[src/rtl/alu_sequencer.sv]
`default_nettype none
// ============================================================================
//  Module      : alu_sequencer
//  Description : Byte-stream instruction sequencer for an external 8-bit
//                combinational ALU. Holds a 4 x 8-bit register file, presents
//                registered operands/opcode to the ALU, writes results back
//                and emits register contents over a valid/ready output port.
//
//  Instruction byte: [7:5] op, [4:3] rd, [2:1] rs, [0] imm
//    op 000..100 : ALU ADD/SUB/AND/OR/NOT (imm=1 -> operand B is next byte)
//    op 101      : LDI  R[rd] = next byte
//    op 110      : HALT (only reset exits)
//    op 111      : OUT  R[rs]
//
//  Ports:
//    clk, rst_n                  clock / asynchronous active-low reset
//    instr_data/valid/ready      instruction byte stream (valid/ready)
//    alu_a, alu_b, alu_opcode    registered ALU operands and opcode
//    alu_result                  combinational ALU result
//    wb_valid/addr/data          one-cycle write-back report
//    out_data/valid/ready        OUT instruction data port (valid/ready)
//    halted                      sequencer is in HALT
//    flag_z, flag_n              zero/negative flags (SEQ_FLAGS_EN only)
//
//  Optional feature macro: SEQ_FLAGS_EN
//
//  Revision    : 1.0 - initial release
// ============================================================================
module alu_sequencer #(
    parameter logic [7:0] REG_INIT      = 8'h00,
    parameter bit         OUT_HOLD_ZERO = 1'b1
) (
    input  logic       clk,
    input  logic       rst_n,
    input  logic [7:0] instr_data,
    input  logic       instr_valid,
    output logic       instr_ready,
    output logic [7:0] alu_a,
    output logic [7:0] alu_b,
    output logic [2:0] alu_opcode,
    input  logic [7:0] alu_result,
    output logic       wb_valid,
    output logic [1:0] wb_addr,
    output logic [7:0] wb_data,
    output logic [7:0] out_data,
    output logic       out_valid,
    input  logic       out_ready,
`ifdef SEQ_FLAGS_EN
    output logic       flag_z,
    output logic       flag_n,
`endif
    output logic       halted
);

    localparam logic [2:0] c_OP_LDI  = 3'b101;
    localparam logic [2:0] c_OP_HALT = 3'b110;
    localparam logic [2:0] c_OP_OUT  = 3'b111;

    typedef enum logic [2:0] {
        S_FETCH = 3'd0,
        S_IMM   = 3'd1,
        S_EXEC  = 3'd2,
        S_WB    = 3'd3,
        S_OUTW  = 3'd4,
        S_HALT  = 3'd5
    } state_t;

    state_t     r_state;
    state_t     w_next;

    logic [7:0] r_regs [4];
    logic [2:0] r_op;
    logic [1:0] r_rd;
    logic [7:0] r_alu_a;
    logic [7:0] r_alu_b;
    logic [2:0] r_alu_op;
    logic [1:0] r_wb_addr;
    logic [7:0] r_wb_data;
    logic [7:0] r_out_data;
    logic       r_out_valid;

    // Fields of the incoming byte (decoded only while in FETCH)
    logic [2:0] w_in_op;
    logic [1:0] w_in_rd;
    logic [1:0] w_in_rs;
    logic       w_in_imm;
    logic       w_xfer;

    assign w_in_op  = instr_data[7:5];
    assign w_in_rd  = instr_data[4:3];
    assign w_in_rs  = instr_data[2:1];
    assign w_in_imm = instr_data[0];
    assign w_xfer   = instr_valid & instr_ready;

    // ------------------------------------------------------------------
    // State register
    // ------------------------------------------------------------------
    always_ff @(posedge clk or negedge rst_n) begin
        if (!rst_n) begin
            r_state <= S_FETCH;
        end else begin
            r_state <= w_next;
        end
    end

    // ------------------------------------------------------------------
    // Next-state and state-decoded outputs
    // ------------------------------------------------------------------
    always_comb begin
        w_next      = r_state;
        instr_ready = 1'b0;
        wb_valid    = 1'b0;
        halted      = 1'b0;
        case (r_state)
            S_FETCH: begin
                instr_ready = 1'b1;
                if (w_xfer) begin
                    if (w_in_op == c_OP_HALT)      w_next = S_HALT;
                    else if (w_in_op == c_OP_OUT)  w_next = S_OUTW;
                    else if (w_in_op == c_OP_LDI)  w_next = S_IMM;
                    else if (w_in_imm)             w_next = S_IMM;
                    else                           w_next = S_EXEC;
                end
            end
            S_IMM: begin
                instr_ready = 1'b1;
                if (w_xfer) begin
                    w_next = (r_op == c_OP_LDI) ? S_WB : S_EXEC;
                end
            end
            S_EXEC:  w_next = S_WB;
            S_WB: begin
                wb_valid = 1'b1;
                w_next   = S_FETCH;
            end
            S_OUTW: begin
                if (out_ready) w_next = S_FETCH;
            end
            S_HALT:  halted = 1'b1;
            default: w_next = S_FETCH;
        endcase
    end

    // ------------------------------------------------------------------
    // Datapath: register file, ALU operand registers, write-back, OUT port
    // ------------------------------------------------------------------
    always_ff @(posedge clk or negedge rst_n) begin
        if (!rst_n) begin
            for (int i = 0; i < 4; i++) r_regs[i] <= REG_INIT;
            r_op        <= 3'd0;
            r_rd        <= 2'd0;
            r_alu_a     <= 8'h00;
            r_alu_b     <= 8'h00;
            r_alu_op    <= 3'd0;
            r_wb_addr   <= 2'd0;
            r_wb_data   <= 8'h00;
            r_out_data  <= 8'h00;
            r_out_valid <= 1'b0;
        end else begin
            case (r_state)
                S_FETCH: begin
                    if (w_xfer) begin
                        r_op <= w_in_op;
                        r_rd <= w_in_rd;
                        if (w_in_op == c_OP_OUT) begin
                            r_out_data  <= r_regs[w_in_rs];
                            r_out_valid <= 1'b1;
                        end else if (w_in_op < c_OP_LDI && !w_in_imm) begin
                            r_alu_a  <= r_regs[w_in_rd];
                            r_alu_b  <= r_regs[w_in_rs];
                            r_alu_op <= w_in_op;
                        end
                    end
                end
                S_IMM: begin
                    if (w_xfer) begin
                        if (r_op == c_OP_LDI) begin
                            r_regs[r_rd] <= instr_data;
                            r_wb_addr    <= r_rd;
                            r_wb_data    <= instr_data;
                        end else begin
                            r_alu_a  <= r_regs[r_rd];
                            r_alu_b  <= instr_data;
                            r_alu_op <= r_op;
                        end
                    end
                end
                S_EXEC: begin
                    // Result is captured unmodified; wrap happens in the ALU.
                    r_regs[r_rd] <= alu_result;
                    r_wb_addr    <= r_rd;
                    r_wb_data    <= alu_result;
                end
                S_OUTW: begin
                    if (out_ready) r_out_valid <= 1'b0;
                end
                default: ;
            endcase
        end
    end

`ifdef SEQ_FLAGS_EN
    logic r_flag_z;
    logic r_flag_n;

    always_ff @(posedge clk or negedge rst_n) begin
        if (!rst_n) begin
            r_flag_z <= 1'b0;
            r_flag_n <= 1'b0;
        end else if (r_state == S_EXEC) begin
            r_flag_z <= (alu_result == 8'h00);
            r_flag_n <= alu_result[7];
        end
    end

    assign flag_z = r_flag_z;
    assign flag_n = r_flag_n;
`endif

    assign alu_a      = r_alu_a;
    assign alu_b      = r_alu_b;
    assign alu_opcode = r_alu_op;
    assign wb_addr    = r_wb_addr;
    assign wb_data    = r_wb_data;
    assign out_valid  = r_out_valid;
    // Optionally blank the data bus whenever no OUT transfer is offered
    assign out_data   = (OUT_HOLD_ZERO && !r_out_valid) ? 8'h00 : r_out_data;

endmodule
`default_nettype wire

[config.mk]
export PLATFORM = sky130hd
export DESIGN_NAME = alu_sequencer
export DESIGN_NICKNAME = d
export VERILOG_FILES = /design/src/rtl/alu_sequencer.sv
export SDC_FILE = /design/constraint.sdc
export NUM_CORES = 1
export LEC_CHECK = 0
export ABC_AREA = 1
export BUFFER_PORTS_ARGS = -buffer_cell sky130_fd_sc_hd__buf_2
export CORE_UTILIZATION = 58
export CTS_CLUSTER_SIZE = 30
export DETAILED_ROUTE_END_ITERATION = 7
export HOLD_SLACK_MARGIN = 0.03
export PLACE_DENSITY = 0.77
export SLEW_MARGIN = 20
export SYNTH_ARGS = -nofsm -noshare
export SYNTH_HDL_FRONTEND = slang
export SYNTH_SLANG_ARGS = --single-unit
export TNS_END_PERCENT = 1
[constraint.sdc]
create_clock -name clk -period 1.6 [get_ports clk]
set_input_delay 0.08 -clock clk [delete_from_list [all_inputs] [get_ports clk]]
set_output_delay 0.08 -clock clk [all_outputs]
set_load 0.01 [all_outputs]
==> results of run 1 <==
-- cells in the mapped netlist --
master | count | share of area
clkinv_1 | 7 | 0.0058
o21ai_2 | 4 | 0.0077
dfrtp_1 | 78 | 0.43
buf_2 | 10 | 0.011
o21ai_0 | 30 | 0.033
nand4_1 | 1 | 0.0014
a21boi_0 | 1 | 0.0017
nand2_2 | 3 | 0.0041
inv_1 | 53 | 0.044
nand3_2 | 6 | 0.013
o21ai_1 | 8 | 0.0089
nor2_4 | 4 | 0.010
nor2_2 | 5 | 0.0069
a21oi_1 | 3 | 0.0033
nand2_1 | 355 | 0.29
buf_4 | 3 | 0.0050
inv_2 | 3 | 0.0025
clkbuf_1 | 9 | 0.0075
nand3_1 | 72 | 0.080
nor2_1 | 13 | 0.011
nor3_1 | 1 | 0.0011
buf_6 | 3 | 0.0075
nand2_4 | 2 | 0.0050
nor3_4 | 1 | 0.0036
-- report_power, final --
part | internal [mW] | switching (mW) | total, mW | leakage, nW
Combinational | 1.90 | 3.07 | 4.97 | 2.04
Clock | 0.838 | 0.714 | 1.55 | 0.104
Sequential | 2.80 | 0.775 | 3.57 | 1.01
-- metal layers --
metal | up-vias | wire length [µm] | share of wire | GRT usage
met1 | 2182 | 5560 | 0.41 | 0.453
met3 | 34 | 1320 | 0.097 | 0.0463
li1 | 2285 | - | - | -
met4 | 0 | 353 | 0.026 | 0.124
met5 | - | 0 | 0 | 0
met2 | 280 | 6350 | 0.47 | 0.505
-- through the flow --
step / total power [mW] / std cells
floorplan: 6.29 / 675
global placement: 7.66 / 837
detailed placement: 7.79 / 837
CTS: 9.36 / 856
global route: 10.8 / 871
finish: 10.1 / 871
-- flip-flops by register name, summed over array words and instances (netlist names) --
signal      flops
alu_a           8
alu_b           8
alu_opcode      3
out_valid       1
r_op            3
r_out_data      8
r_rd            2
r_regs         32
r_state         3
wb_addr         2
wb_data         8
-- worst register-to-register path, delay by kind of cell, from the launching register on --
kind,cells,cell delay [ns]
flip-flops,1,0.47
AND/OR/NAND/NOR,7,0.78
buffers and inverters,2,0.30
-- final cells by class --
cell class | count | area, µm²
well taps | 99 | 124
flip-flops and latches | 78 | 1950
repair inverters | 1 | 7.51
inverters | 63 | 243
clock buffers | 12 | 165
multi-input cells | 510 | 2300
clock inverters | 3 | 42.5
fillers | 557 | 1800
repair buffers | 105 | 773
-- cells by family after synthesis --
group	Yosys count	share of synthesized area
simple gates	463	0.430
buf+inv	88	0.0833
flops	78	0.432
compound gates	46	0.0548
-- worst min-delay path by stage --
| stage | from | to | depth (start not counted) | slack [ns] |
|---|---|---|---|---|
| 4_1_cts | instr_data[5] | r_op[0]$_DFFE_PN0P_ | 3 | 0.09 |
| 3_3_place_gp | rst_n | r_state[2]$_DFFE_PN0P_ | 1 | 0.04 |
| 3_5_place_dp | rst_n | out_valid$_DFFE_PN0P_ | 1 | 0.04 |
| 6_report | instr_data[0] | alu_b[0]$_DFFE_PN0P_ | 5 | 0.11 |
| 2_1_floorplan | rst_n | alu_a[0]$_DFFE_PN0P_ | 0 | -0.22 |
| 5_1_grt | instr_data[0] | alu_b[0]$_DFFE_PN0P_ | 5 | 0.11 |
-- repair_timing --
item | 4_1_cts | 5_1_grt
setup endpoints to repair | 30 | 69
resized for setup | 2 | 27
cloned | 0 | 6
setup buffers | 0 | 9
pin swaps | 0 | 12
hold buffers | 4 | 0
hold endpoints to repair | 33 | 0
==> results.ini, run 1 <==
[yosys]
synth_seq_area_share = 0.432
yosys.cell_types.count = 24
synth_area_per_cell_um2 = 6.70
syn_area_mm2 = 0.00452
synthesis.nets = 695
synthCells = 675
synth_seq_cells = 78
ys_warn_count = 0

[grt]
grt_pass1_wl_um = 20600
grt_max_degree = 48
antenna_found_initial = 0
first_global_vias = 4308
grtUsageTotal = 0.322
grt_overflow = 0

[critical_path]
reg2reg_to = r_regs[11]$_DFFE_PN0P_
ff2ff_setup_slack_ns = -0.02
cp.depth = 9
crit_top_cell = nor2_4
cp_cell_sequence = nor2_4 > nand2_4 > nor2_4 > nor2_2 > nor2_4 > buf_12 > clkbuf_16 > nand3_1 > nand2_1
crit-reg2reg-launch = r_state[2]$_DFFE_PN0P_
crit_type = register to register
crit_end = r_regs[11]$_DFFE_PN0P_
crit_arrival_ns = 1.91
critPathSlowestCell = dfrtp_2
slowest_delay_ns = 0.47
cp_top_family = simple AND/OR/NAND/NOR gates
cp-end-kind = register
crit_fanout = 10
required_ns = 1.89
critPathBufInv = 2
cp-start-kind = register
startpoint = r_state[2]$_DFFE_PN0P_
r2r_cells = 9

[floorplan]
die_h_um = 90.3
core_mm2 = 0.00741
initial_core_util = 0.611
ios = 61
num_rows = 31
die_area_mm2 = 0.00816
die_w_um = 90.3

[timing]
rsz0062_at_grt = true
setup-violations-final = 3
whs_ns = 0.108
finalMaxSlewViolations = 0
period_share = 1.01
finClkSkew_ns = 0.0116
max_freq_mhz = 618
max-slew-margin-rel = 0.630
fin_crit_ns = 1.62
fin_ws_ns = -0.0173
tns_ns = -0.0381
worst_slew_pin_slew_ns = 0.552
hold_viol = 0

[clock_network]
cts_sinks = 78
cts_root_buf = clkbuf_8
clockBufferDepth = 2
clk_latency_ns = 0.36
cts_buffers = 9
htree_levels = 3
tritoncts = done
cts.reportedPaths.clkPinSlew_ns = 0.08

[route]
vias = 4781
drt_wl_total_um = 13600
drc = 0
wire_per_inst_um = 15.6
firstDrtPassIters = 5
ant_nets = 0
vias_per_cell = 5.49
first_iter_violations = 518

[finish]
areaGrowthSynthToFinish_pct = 24.0
antenna_cells = 0
drive_gt1_frac = 0.202
final_cell_mix = 353 x nand2_1, 77 x dfrtp_1, 72 x nand3_1
nNetsFinal = 788
finalInstanceArea_mm2 = 0.00561
finish.utilization = 0.757
final_common_cell = nand2_1

[placed_design]
postPlaceCellArea_mm2 = 0.00506
place_ws_ns = 0.00322
globalplace.congestion = 0.980
port_buffers = 60
dp_hpwl_um = 8820

[run_status]
status = complete, but fails checks
violations = negative setup slack

[job]
cap_violations = 0

[power_and_ir_drop]
p_per_area_mw_per_mm2 = 1800
ir_drop_v = 0.00110
p_leak_nw = 3.15

[hold_path]
hp-class = input port to register

Note: power is estimated with default switching activity, not from simulation.
==> run 2, diff against run 1 <==
--- a/config.mk
+++ b/config.mk
@@ -7,7 +7,9 @@
 export LEC_CHECK = 0
 export ABC_AREA = 1
 export BUFFER_PORTS_ARGS = -buffer_cell sky130_fd_sc_hd__buf_2
-export CORE_UTILIZATION = 58
+export CELL_PAD_IN_SITES_DETAIL_PLACEMENT = 1
+export CELL_PAD_IN_SITES_GLOBAL_PLACEMENT = 1
+export CORE_UTILIZATION = 41
 export CTS_CLUSTER_SIZE = 30
 export DETAILED_ROUTE_END_ITERATION = 7
 export HOLD_SLACK_MARGIN = 0.03
==> run 2 against run 1 <==
The run now ends clean. Die area rose by 40%. Non-clock buffer count fell by 8. Highest routed layer unchanged. Utilization shrank 23 points. Design area shrank 1.6%.
==> results.ini, run 2 (synthesis gave the netlist of run 1 again) <==
[clock_network]
htree_levels = 3  ; unchanged
cts.reportedPaths.clkPinSlew_ns = 0.09  ; was 0.08 ns
clockBufferDepth = 2  ; unchanged
cts_buffers = 9  ; unchanged
cts_sinks = 78  ; unchanged
tritoncts = done  ; unchanged
clk_latency_ns = 0.38  ; was 0.36 ns
cts_root_buf = clkbuf_8  ; unchanged

[floorplan]
die_h_um = 107  ; was 90.3 µm
die_area_mm2 = 0.0115  ; was 0.00816 mm²
die_w_um = 107  ; was 90.3 µm
ios = 61  ; unchanged
initial_core_util = 0.430  ; was 0.611
num_rows = 37  ; was 31
core_mm2 = 0.0105  ; was 0.00741 mm²

[grt]
grt_pass1_wl_um = 24600  ; was 20600 µm
grt_most_used_layer = met2  ; unchanged
grt_overflow = 0  ; unchanged
met3_usage = 0.0395  ; was 0.0463
met1_usage = 0.389  ; was 0.453
grtUsageTotal = 0.281  ; was 0.322
grt_max_degree = 79  ; was 48
antenna_found_initial = 0  ; unchanged
met2_usage = 0.444  ; was 0.505
first_global_vias = 4650  ; was 4308

[finish]
fin_cells = 900  ; was 871
largest_reg_flops = 32  ; unchanged
antenna_cells = 0  ; unchanged
nNetsFinal = 779  ; was 788
finalInstanceArea_mm2 = 0.00552  ; was 0.00561 mm²
regMostFlops = r_regs  ; unchanged
nFillCells = 1433  ; was 557
final_common_cell = nand2_1  ; unchanged
drive_gt1_frac = 0.192  ; was 0.202
final_cell_mix = 354 x nand2_1, 76 x dfrtp_1, 72 x nand3_1  ; was 353 x nand2_1, 77 x dfrtp_1, 72 x nand3_1
areaGrowthSynthToFinish_pct = 22.0  ; was 24.0%

[timing]
hold_viol = 0  ; unchanged
max_freq_mhz = 644  ; was 618 MHz
period_share = 0.971  ; was 1.01
setup-violations-final = 0  ; was 3
finalMaxSlewViolations = 0  ; unchanged
rsz0062_at_grt = true  ; unchanged
max-slew-margin-rel = 0.606  ; was 0.630
fin_crit_ns = 1.55  ; was 1.62 ns
finClkSkew_ns = 0.0111  ; was 0.0116 ns
worst_slew_pin_slew_ns = 0.587  ; was 0.552 ns
fin_ws_ns = 0.0465  ; was -0.0173 ns

[placed_design]
dp_hpwl_um = 10700  ; was 8820 µm
port_buffers = 60  ; unchanged
globalplace.congestion = 0.871  ; was 0.980
postPlaceCellArea_mm2 = 0.00511  ; was 0.00506 mm²
place_ws_ns = -0.0630  ; was 0.00322 ns
dp.cells = 875  ; was 837

[critical_path]
cp_cell_sequence = inv_2 > nand2_4 > nor2_4 > nand2_4 > nor2_4 > clkinvlp_4 > nand2_1 > o21ai_1  ; was nor2_4 > nand2_4 > nor2_4 > nor2_2 > nor2_4 > buf_12 > clkbuf_16 > nand3_1 > nand2_1
critPathSlowestCell = dfrtp_1  ; was dfrtp_2
cp-end-kind = register  ; unchanged
cp-start-kind = register  ; unchanged
crit_type = register to register  ; unchanged
crit_arrival_ns = 1.81  ; was 1.91 ns
required_ns = 1.86  ; was 1.89 ns
slowest_delay_ns = 0.43  ; was 0.47 ns
crit_fanout = 8  ; was 10

[power_and_ir_drop]
p_leak_nw = 3.09  ; was 3.15 nW
pwr-share-comb = 0.471  ; was 0.492
ir_drop_v = 0.000788  ; was 0.00110 V
p_seq_frac = 0.358  ; was 0.354
switching_share = 0.463  ; was 0.452
switchingPower_mw = 4.64  ; was 4.56 mW
intPower_mw = 5.37  ; was 5.53 mW
p_per_area_mw_per_mm2 = 1810  ; was 1800 mW/mm²
p_clk_frac = 0.170  ; was 0.154

[route]
ant_nets = 0  ; unchanged
drc = 0  ; unchanged
vias = 4612  ; was 4781
firstDrtPassIters = 4  ; was 5
drt_wl_total_um = 15000  ; was 13600 µm
vias_per_cell = 5.12  ; was 5.49
first_iter_violations = 256  ; was 518
wire_per_inst_um = 16.7  ; was 15.6 µm

[run_status]
status = finished clean  ; was complete, but fails checks

[hold_path]
hp-class = input port to register  ; unchanged

[job]
cap_violations = 0  ; unchanged

run 2: cell types whose count changed in the layout (fill, tap and decap cells not counted), moves of 2 or more:
cell,before,now
nor2_1,10,12
clkbuf_8,12,9
clkbuf_16,3,0
buf_4,32,30
nor2_2,6,4
run 2: per-stage QoR:
stage	setup TNS [ns]	utilization	hold slack [ns]	total power, mW
after detailed placement	-0.420	0.486	0.145	8.01
final	0	0.525	0.0578	10.0
after floorplan	0	-	-0.216	6.29
after global routing	-0.276	0.525	0.0681	10.8
after global placement	0	0.486	0.133	7.78
after CTS	-0.625	0.514	0.0450	9.81
run 2: cell type report:
type / instances / area, µm² / share of cell area
tap: 136 / 170 / 0.0308
timing repair inverter: 1 / 7.51 / 0.00136
multi-input combinational: 509 / 2280 / 0.414
timing repair buffer: 97 / 642 / 0.116
sequential: 78 / 1950 / 0.354
inverter: 63 / 240 / 0.0435
clock buffer: 9 / 124 / 0.0224
clock inverter: 7 / 97.6 / 0.0177
run 2: final timing paths:
kind                                                start                        end  slack (ns)  cells after the start
worst max-delay path               r_state[1]$_DFFE_PN0P_  r_out_data[0]$_DFFE_PN0P_        0.05                      8
worst min-delay path                        instr_data[0]       alu_b[0]$_DFFE_PN0P_        0.06                      5
worst max register to register     r_state[1]$_DFFE_PN0P_  r_out_data[0]$_DFFE_PN0P_        0.05                      8
worst min register to register  alu_opcode[2]$_DFFE_PN0P_  alu_opcode[2]$_DFFE_PN0P_        0.48                      2
max in group asynchronous                           rst_n     r_state[2]$_DFFE_PN0P_        0.96                      3
min in group asynchronous                           rst_n     wb_data[4]$_DFFE_PN0P_        0.24                      3
run 2: worst max-delay path, delay by kind of cell, from the launching register on:
kind / cells / cell delay (ns)
AND/OR/NAND/NOR: 5 / 0.59
AO/OA/AOI/OAI: 1 / 0.08
flip-flops: 1 / 0.43
buffers and inverters: 2 / 0.34
run 2: power by group through the flow:
stage	clock network (mW)	registers, mW	logic [mW]
6_report	1.71	3.58	4.72
4_1_cts	1.73	3.56	4.53
5_1_grt	1.80	3.67	5.33
3_3_place_gp	0	3.55	4.24
2_1_floorplan	0	3.48	2.81
3_5_place_dp	0	3.59	4.42
run 2: metal layers:
layer  part of all wire  vias to the layer above
met1               0.48                     2241
li1                   -                     2257
met4              0.026                        0
met5                  0                        -
met2               0.46                       89
met3              0.031                       25
run 2: timing repair:
| item | in CTS | in global routing |
|---|---|---|
| setup buffers | 1 | 4 |
| gates resized for setup | 8 | 17 |
| cloned | 1 | 0 |
| hold buffers | 3 | 0 |
| pin swaps | 2 | 8 |
| endpoints found under the setup margin | 50 | 70 |
| endpoints found under the hold margin | 80 | 0 |
==> run 3, diff against run 2 <==
--- a/config.mk
+++ b/config.mk
@@ -10,9 +10,11 @@
 export CELL_PAD_IN_SITES_DETAIL_PLACEMENT = 1
 export CELL_PAD_IN_SITES_GLOBAL_PLACEMENT = 1
 export CORE_UTILIZATION = 41
+export CTS_BUF_LIST = sky130_fd_sc_hd__clkbuf_8 sky130_fd_sc_hd__clkbuf_16
 export CTS_CLUSTER_SIZE = 30
 export DETAILED_ROUTE_END_ITERATION = 7
 export HOLD_SLACK_MARGIN = 0.03
+export MAX_ROUTING_LAYER = met4
 export PLACE_DENSITY = 0.77
 export SLEW_MARGIN = 20
 export SYNTH_ARGS = -nofsm -noshare
==> run 3 against run 2 <==
Count of clock-buffer cells in the layout did not move. Die area did not move. Critical path depth did not move. Critical endpoint unchanged.
==> results.ini, run 3 (synthesis gave the netlist of run 1 again) <==
[timing]
max_freq_mhz = 644  ; about the same
fin_crit_ns = 1.55  ; about the same
finClkSkew_ns = 0.00909  ; was 0.0111 ns
tns_ns = 0  ; unchanged
rsz0062_at_grt = true  ; unchanged
hold_viol = 0  ; unchanged
period_share = 0.971  ; about the same
setup-violations-final = 0  ; unchanged
worst_slew_pin_slew_ns = 0.583  ; was 0.587 ns
max-slew-margin-rel = 0.609  ; was 0.606
whs_ns = 0.0550  ; was 0.0578 ns
finalMaxSlewViolations = 0  ; unchanged
fin_ws_ns = 0.0470  ; was 0.0465 ns

[floorplan]
ios = 61  ; unchanged
core_mm2 = 0.0105  ; unchanged
initial_core_util = 0.430  ; unchanged
die_h_um = 107  ; unchanged
die_area_mm2 = 0.0115  ; unchanged
die_w_um = 107  ; unchanged
num_rows = 37  ; unchanged

[clock_network]
cts_sinks = 78  ; unchanged
clockBufferDepth = 2  ; unchanged
cts.reportedPaths.clkPinSlew_ns = 0.09  ; about the same
clk_latency_ns = 0.38  ; about the same
htree_levels = 3  ; unchanged
tritoncts = done  ; unchanged
cts_buffers = 9  ; unchanged
cts_root_buf = clkbuf_8  ; unchanged

[grt]
grt_pass1_wl_um = 24600  ; about the same
first_global_vias = 4661  ; was 4650
antenna_found_initial = 0  ; unchanged
grt_max_degree = 79  ; unchanged
grt_overflow = 0  ; unchanged
grtUsageTotal = 0.288  ; was 0.281

[route]
vias = 4660  ; was 4612
drt_wl_total_um = 15000  ; about the same
vias_per_cell = 5.18  ; was 5.12
first_iter_violations = 254  ; was 256
wire_per_inst_um = 16.6  ; was 16.7 µm
ant_nets = 0  ; unchanged
firstDrtPassIters = 5  ; was 4
drc = 0  ; unchanged

[power_and_ir_drop]
p_per_area_mw_per_mm2 = 1810  ; about the same
p_leak_nw = 3.09  ; unchanged
ir_drop_v = 0.000784  ; was 0.000788 V
total_power_mw = 10.0  ; about the same

[finish]
final_common_cell = nand2_1  ; unchanged
finish.utilization = 0.525  ; unchanged
regMostFlops = r_regs  ; unchanged
finalInstanceArea_mm2 = 0.00552  ; unchanged
largest_reg_flops = 32  ; unchanged
nNetsFinal = 779  ; unchanged
final_cell_mix = 354 x nand2_1, 76 x dfrtp_1, 72 x nand3_1  ; unchanged
drive_gt1_frac = 0.192  ; unchanged
areaGrowthSynthToFinish_pct = 22.0  ; unchanged
antenna_cells = 0  ; unchanged
fin_cells = 900  ; unchanged

[critical_path]
crit_type = register to register  ; unchanged
r2r_cells = 8  ; unchanged
cp-start-kind = register  ; unchanged
crit_arrival_ns = 1.81  ; about the same
reg2reg_to = r_out_data[0]$_DFFE_PN0P_  ; unchanged
crit_fanout = 8  ; unchanged
cp-end-kind = register  ; unchanged
required_ns = 1.86  ; about the same
ff2ff_setup_slack_ns = 0.05  ; about the same
crit-reg2reg-launch = r_state[1]$_DFFE_PN0P_  ; unchanged

[placed_design]
place_ws_ns = -0.0630  ; unchanged
dp.cells = 875  ; unchanged
port_buffers = 60  ; unchanged
postPlaceCellArea_mm2 = 0.00511  ; unchanged
globalplace.congestion = 0.885  ; was 0.871
dp_hpwl_um = 10700  ; unchanged

[hold_path]
hp-class = input port to register  ; unchanged
whs_endpoint = alu_b[0]$_DFFE_PN0P_  ; unchanged
holdPathStages = 5  ; unchanged
min-delay-start = instr_data[0]  ; unchanged

[run_status]
status = finished clean  ; unchanged

[job]
cap_violations = 0  ; unchanged

-- run 3: cell counts in the layout (fill, tap and decap cells not counted) --
Identical to the previous run, type by type.
-- run 3: power breakdown --
part           total (mW)  leakage [nW]  switching [mW]  internal [mW]
Sequential           3.58          1.00           0.787           2.80
Combinational        4.72          1.98            3.03           1.69
Clock                1.70         0.106           0.820          0.883
-- run 3: worst max-delay path, cell delays in order, from the launching register on --
cell and delay (ns):
dfrtp_1 0.43, inv_2 0.14, nand2_4 0.08, nor2_4 0.14, nand2_4 0.08, nor2_4 0.18
clkinvlp_4 0.20, nand2_1 0.10, o21ai_1 0.08
-- run 3: how the worst max path moves through the flow --
stage | startpoint | end | slack [ns] | cells past startpoint
2_1_floorplan | r_state[0]$_DFFE_PN0P_ | wb_data[0]$_DFFE_PN0P_ | 0.13 | 7
3_3_place_gp | r_state[1]$_DFFE_PN0P_ | r_out_data[6]$_DFFE_PN0P_ | 0.03 | 8
3_5_place_dp | r_state[1]$_DFFE_PN0P_ | r_out_data[6]$_DFFE_PN0P_ | -0.06 | 8
4_1_cts | r_state[1]$_DFFE_PN0P_ | r_regs[15]$_DFFE_PN0P_ | -0.05 | 7
5_1_grt | r_state[1]$_DFFE_PN0P_ | r_out_data[0]$_DFFE_PN0P_ | -0.05 | 7
6_report | r_state[1]$_DFFE_PN0P_ | r_out_data[0]$_DFFE_PN0P_ | 0.05 | 8
-- run 3: cell type report --
class                   instances  area (µm²)
multi-input cells             509        2280
clock inverters                 7        97.6
fillers                      1433        4990
well taps                     136         170
inverters                      63         240
flip-flops and latches         78        1950
clock buffers                   9         124
repair inverters                1        7.51
repair buffers                 97         642
-- run 3: repair_timing --
| item | in CTS | in global routing |
|---|---|---|
| hold endpoints to repair | 80 | 0 |
| cloned | 1 | 0 |
| pin swaps | 2 | 8 |
| endpoints found under the setup margin | 50 | 70 |
| hold buffers | 3 | 0 |
| buffers inserted | 1 | 4 |
| gates resized for setup | 8 | 17 |
-- run 3: layer usage --
metal	global-route usage	part of all wire	routed length, µm	up-vias
li1	-	-	-	2259
met4	0.109	0.025	378	0
met1	0.387	0.47	7090	2272
met3	0.0395	0.035	517	26
met2	0.445	0.47	7000	103
met5	-	0	0	-
